## src/rtl/biquad_coeff_loader.sv

```systemverilog
// Wishbone master that copies biquad8 coefficients from a local RAM
// into each enabled notch stage of the trigger chain, then pulses update.
//
// Ports:
//   wb_clk_i, wb_rst_i   clock, synchronous active-high reset
//   start_i, bq_mask_i   load request and per-stage enable
//   busy_o, done_o       sequence in progress / end-of-sequence pulse
//   err_o                sticky ack-timeout flag
//   coef_addr_o/dat_i    coefficient RAM read port (1-cycle latency)
//   wb_*                 Wishbone master write port
module biquad_coeff_loader #(
  parameter int          NUM_BQ      = 2,
  parameter logic [7:0]  BQ_STRIDE   = 8'h80,
  parameter int          COEF_PER_BQ = 25,
  parameter int          ACK_TIMEOUT = 255,
  parameter int          CADDR_W     = 6
) (
  input  logic               wb_clk_i,
  input  logic               wb_rst_i,
  input  logic               start_i,
  input  logic [NUM_BQ-1:0]  bq_mask_i,
  output logic               busy_o,
  output logic               done_o,
  output logic               err_o,
  output logic [CADDR_W-1:0] coef_addr_o,
  input  logic [31:0]        coef_dat_i,
  output logic               wb_cyc_o,
  output logic               wb_stb_o,
  output logic               wb_we_o,
  output logic [3:0]         wb_sel_o,
  output logic [7:0]         wb_adr_o,
  output logic [31:0]        wb_dat_o,
  input  logic               wb_ack_i
);

  localparam int SW = $clog2(NUM_BQ + 1);

  typedef enum logic [2:0] {
    S_IDLE, S_SEL, S_FETCH, S_RDWAIT,
    S_WRITE, S_UPD, S_DONE
  } state_t;

  state_t            r_state;
  logic [NUM_BQ-1:0] r_mask;
  logic [SW-1:0]     r_stage;
  logic [4:0]        r_idx;
  logic [7:0]        r_to;
  logic              r_stb;
  logic [7:0]        r_adr;
  logic [31:0]       r_dat;
  logic              r_busy;
  logic              r_done;
  logic              r_err;

  logic [7:0]        w_base;
  logic [SW-1:0]     w_next;
  logic              w_found;
  logic              w_last;
  logic              w_to_hit;

  // Register offset inside a stage for coefficient word idx.
  function automatic logic [7:0] off(input logic [4:0] idx);
    if (idx <= 5'd1)       off = 8'h04;
    else if (idx <= 5'd5)  off = 8'h08;
    else if (idx <= 5'd7)  off = 8'h0C;
    else if (idx <= 5'd14) off = 8'h10;
    else if (idx <= 5'd22) off = 8'h14;
    else if (idx == 5'd23) off = 8'h18;
    else                   off = 8'h1C;
  endfunction

  assign w_base   = 8'(int'(r_stage) * int'(BQ_STRIDE));
  assign w_last   = (r_idx == 5'(COEF_PER_BQ - 1));
  assign w_to_hit = (r_to == 8'(ACK_TIMEOUT - 1));

  assign coef_addr_o =
    CADDR_W'(int'(r_stage) * COEF_PER_BQ + int'(r_idx));

  // Lowest enabled stage at or above the current one.
  always_comb begin
    w_found = 1'b0;
    w_next  = r_stage;
    for (int i = NUM_BQ - 1; i >= 0; i--) begin
      if (i >= int'(r_stage) && r_mask[i]) begin
        w_found = 1'b1;
        w_next  = SW'(i);
      end
    end
  end

  always_ff @(posedge wb_clk_i) begin
    if (wb_rst_i) begin
      r_state <= S_IDLE;
      r_mask  <= '0;
      r_stage <= '0;
      r_idx   <= '0;
      r_to    <= '0;
      r_stb   <= 1'b0;
      r_adr   <= '0;
      r_dat   <= '0;
      r_busy  <= 1'b0;
      r_done  <= 1'b0;
      r_err   <= 1'b0;
    end else begin
      r_done <= 1'b0;
      unique case (r_state)
        S_IDLE: begin
          if (start_i) begin
            r_mask  <= bq_mask_i;
            r_err   <= 1'b0;
            r_stage <= '0;
            r_busy  <= 1'b1;
            r_state <= S_SEL;
          end
        end
        S_SEL: begin
          if (w_found) begin
            r_stage <= w_next;
            r_idx   <= '0;
            r_state <= S_FETCH;
          end else begin
            r_state <= S_DONE;
          end
        end
        S_FETCH: r_state <= S_RDWAIT;
        S_RDWAIT: begin
          r_dat   <= coef_dat_i;
          r_adr   <= w_base + off(r_idx);
          r_stb   <= 1'b1;
          r_to    <= '0;
          r_state <= S_WRITE;
        end
        S_WRITE: begin
          if (wb_ack_i) begin
            r_stb <= 1'b0;
            if (w_last) begin
              r_state <= S_UPD;
            end else begin
              r_idx   <= r_idx + 5'd1;
              r_state <= S_FETCH;
            end
          end else if (w_to_hit) begin
            r_stb   <= 1'b0;
            r_err   <= 1'b1;
            r_state <= S_DONE;
          end else begin
            r_to <= r_to + 8'd1;
          end
        end
        S_UPD: begin
          // First cycle raises the strobe; later cycles wait for ack.
          if (!r_stb) begin
            r_stb <= 1'b1;
            r_adr <= w_base;
            r_dat <= 32'd1;
            r_to  <= '0;
          end else if (wb_ack_i) begin
            r_stb   <= 1'b0;
            r_stage <= r_stage + SW'(1);
            r_state <= S_SEL;
          end else if (w_to_hit) begin
            r_stb   <= 1'b0;
            r_err   <= 1'b1;
            r_state <= S_DONE;
          end else begin
            r_to <= r_to + 8'd1;
          end
        end
        S_DONE: begin
          r_done  <= 1'b1;
          r_busy  <= 1'b0;
          r_state <= S_IDLE;
        end
        default: r_state <= S_IDLE;
      endcase
    end
  end

  assign busy_o   = r_busy;
  assign done_o   = r_done;
  assign err_o    = r_err;
  assign wb_cyc_o = r_stb;
  assign wb_stb_o = r_stb;
  assign wb_we_o  = r_stb;
  assign wb_sel_o = {4{r_stb}};
  assign wb_adr_o = r_adr;
  assign wb_dat_o = r_dat;

endmodule

```

## config.mk

```make
export PLATFORM = sky130hd
export DESIGN_NAME = biquad_coeff_loader
export DESIGN_NICKNAME = d
export VERILOG_FILES = /design/src/rtl/biquad_coeff_loader.sv
export SDC_FILE = /design/constraint.sdc
export NUM_CORES = 1
export LEC_CHECK = 0
export ABC_AREA = 1
export BUFFER_PORTS_ARGS = -buffer_cell sky130_fd_sc_hd__buf_2
export CORE_ASPECT_RATIO = 1.75
export CORE_MARGIN = 1.5
export CORE_UTILIZATION = 55
export DETAILED_ROUTE_END_ITERATION = 10
export PLACE_DENSITY = 0.85
export SYNTH_ARGS = -nofsm -noshare
export SYNTH_HDL_FRONTEND = slang
export SYNTH_SLANG_ARGS = --single-unit
```

## constraint.sdc

```tcl
create_clock -name wb_clk_i -period 5.1 [get_ports wb_clk_i]
set_input_delay 0.765 -clock wb_clk_i [delete_from_list [all_inputs] [get_ports wb_clk_i]]
set_output_delay 0.765 -clock wb_clk_i [all_outputs]
set_load 0.01 [all_outputs]
```

==> impl_results.md <==
- Hold Crit Start: wb_dat_o[14]
- Cts bufs inserted: 9
- Layout Nets: ~550
- Clock Skews: 0.006056 ns
- PwrDens: 458.8 nW/um2
- Number of synthesized flops with an enable pin: 0
- Final period utilization: 0.5657
- LEAKAGE: ~1.6 nW
- WHS: 0.4583 ns
- Setup TNS: 0 ns
- IO buf count: 89
- Ys flop type: dfxtp_1
- Post-cts gate resize count: 0
- Clock sinks: 60
- Cells along the critical path: ha_1 -> ha_1 -> inv_1 -> fa_1 -> nor2_1 -> a21oi_1 -> xor2_1 -> buf_2
- Pin count of the biggest net entering global routing: 52
- TritonCTS clock tree: yes
- Commonest cells after routing, fill and taps aside: 124 x nand2_1, 89 x buf_2, 60 x dfxtp_1
- Initial antenna violation count: 0
- Fill cells: between 400 and 500
- GRT Total Usage: 0.2520
- Worst Path Required: between 4 and 5 ns
- Hold Fails Final Rpt: 0
- Detailed placement HPWL: between 5000 and 6000 um
- Largest family of logic cells by synthesized area: simple AND/OR/NAND/NOR gates
- DR vias: 3,090
- Actual slew at the worst max-slew pin: between 0.9 and 1 ns
- Crit path kind: reg -> out
- Clock Path Buffers: 2
- Max-Slew Margin vs Limit: 0.3944
- Routed WL per cell: about 13 um
- Final setup fails: 0
- WL final: 7364 um
- Maximum clock rate: 0.3466 GHz
- Max-slew violations: 0
- DRT antenna net count: 0
- Sequential cell area fraction in the yosys report: 0.3922
- RSZ-0062 raised after global routing: no
- GR Util met3: 0.04725
- Hold WC Path Type: reg -> reg
- Synth Area in XOR/XNOR: 0.02002
- Multiplexer share of the synthesized area: 0
- Most used cell, CP: ha_1
- Final Cell Area: between 3000 and 4000 um2
- Synth Warn #: 0
- Die area: 6043 um2
- CP startpoint kind: flip-flop
- Distinct cells, synth: 40
- Critical Path Slowest Stage Cell: fa_1
- Busiest grt layer: met2
- Post-CTS Hold Fix Bufs: 0
- Hold Path Depth: 2
- Asr flop ratio synth: 0
- DRT Pass-1 Iters: 4
- Buffers & Inverters on Critical Path: 2
- Drt first-iter violations: 142
- #FFs+latches synth: 60
- Worst Setup SP: r_idx[1]
- Mapped Cells: 421
- Post-Synth Adder-Cell Area: 0.07026
- Number of setup buffers added after CTS: 0
- M1 GR Usage: 0.2528
- Worst VDD drop: 394.4 uV
- Synth Area in Simple Gates: 0.2712
- Mapped Area: 3063 um2
- Initial Utilization: 0.5780
- Instance area at placement: 3455 um2
- DRC Markers: 0
- Reg-to-Reg Start: r_state[2]
- First-pass GRT wire length: roughly 12,000 um
- Area leader, netlist: dfxtp_1
- Synth top area share: 0.3922
- Core box area: 5299 um2
- Ports: 94
- Die X: ~60 um
- Root Driver: clkbuf_8
- Clock Latency Late Sink: 0.34 ns
- Drt via density: 5.346
- Crit path max-delay family: adder cells
- CP Depth: 8
- Vias in the first global route: 2,811
- Die height: 101.7 um
- Top fanout value on the critical path: 7
- GPL Wtd Cong: 0.9410
- Crit path time final: between 2 and 3 ns
- Arrival @ worst endpoint: around 2.1 ns
- Ant diodes: 0
- Synth Area in Compound Gates: 0.1520
- Worst setup EP type: output port
- Commonest non-fill, non-tap cell in the layout: nand2_1
- Final Util: 0.6926
- Layout cell share with drive strength beyond 1: 0.2361
- Remaining global-route overflow: 0
- Post-synthesis area per instance: 7.275 um2
- H-tree depth: 3
- Worst R2R Path Depth: 7
- Slowest stage delay, CP: 0.41 ns
- P&R area growth vs syn: 19.81%
- Status: finished, final reports clean
- Row cnt: 35
- Area contributors post-synth: dfxtp_1 39%, nand2_1 15%, a21oi_1 9.5%
- Max Cap Viol: 0
- Met2 Usage GRT: 0.4472
- Worst-path clk slew: 0.07 ns
-- state kept, by name (all words and copies together), names as in the netlist --
register and flops:
busy_o 1, done_o 1, err_o 1, r_idx 5, r_mask 2, r_stage 2
r_state 3, r_to 8, wb_adr_o 4, wb_cyc_o 1, wb_dat_o 32
-- final cells by class --
cell class              count  area [um2]  share of cell area
well taps                  74       92.59             0.02523
clock inverters             4       73.82             0.02012
flip-flops and latches     60        1201              0.3273
inverters                  32       120.1             0.03273
multi-input cells         307        1588              0.4327
clock buffers              11       141.4             0.03853
repair buffers             90       452.9              0.1234
-- power breakdown --
part           internal (mW)  switching (mW)
combinational          0.211           0.401
sequential             0.532          0.0707
clock                  0.286           0.184
total                   1.03           0.655
-- routing by layer --
layer  vias to the layer above  routed length (um)  part of all wire
met5                         -                   0                 0
met4                         0                 332             0.045
met3                        36                 337             0.046
met2                       121                4040              0.55
met1                      1413                2653              0.36
li1                       1520                   -                 -
-- logic make-up after synthesis --
logic type / Yosys count
XOR/XNOR: 7
AO/OA/AOI/OAI: 89
flip-flops: 60
other: 1
adder cells (fa/ha/maj): 16
AND/OR/NAND/NOR: 191
buffers and inverters: 57
-- final timing paths --
check             slack (ns)             end
hold reg to reg         0.46    wb_dat_o[14]
hold / removal          0.46    wb_dat_o[14]
setup / recovery        2.21  coef_addr_o[5]
setup reg to reg        3.11     wb_dat_o[0]
-- synthesized netlist by cell type, types with 4 or more instances --
library cell  instances
buf_6                 4
nand2_1             124
nor3_1                5
nand3_1              19
a21oi_1              58
buf_4                10
ha_1                 14
inv_1                28
nor2_1               23
dfxtp_1              60
xor2_1                5
o21ai_0              22
clkbuf_1              8
-- per-stage QoR --
stage	power (mW)	setup slack (ns)	instances
after CTS	1.690	2.190	578
final	1.684	2.215	578
after global placement	1.200	2.631	563
after global routing	1.794	2.062	578
after detailed placement	1.217	2.566	563
after floorplan	1.085	2.735	424
-- worst reg2reg max path, cell delays in order (launching register included) --
cell     delay, ns
dfxtp_1       0.44
inv_1         0.15
nand3_1       0.18
nand2_1       0.17
nand2_2       0.52
inv_1         0.17
o21ai_0       0.20
nor2_1        0.05
(Power assumes the default switching activity.)
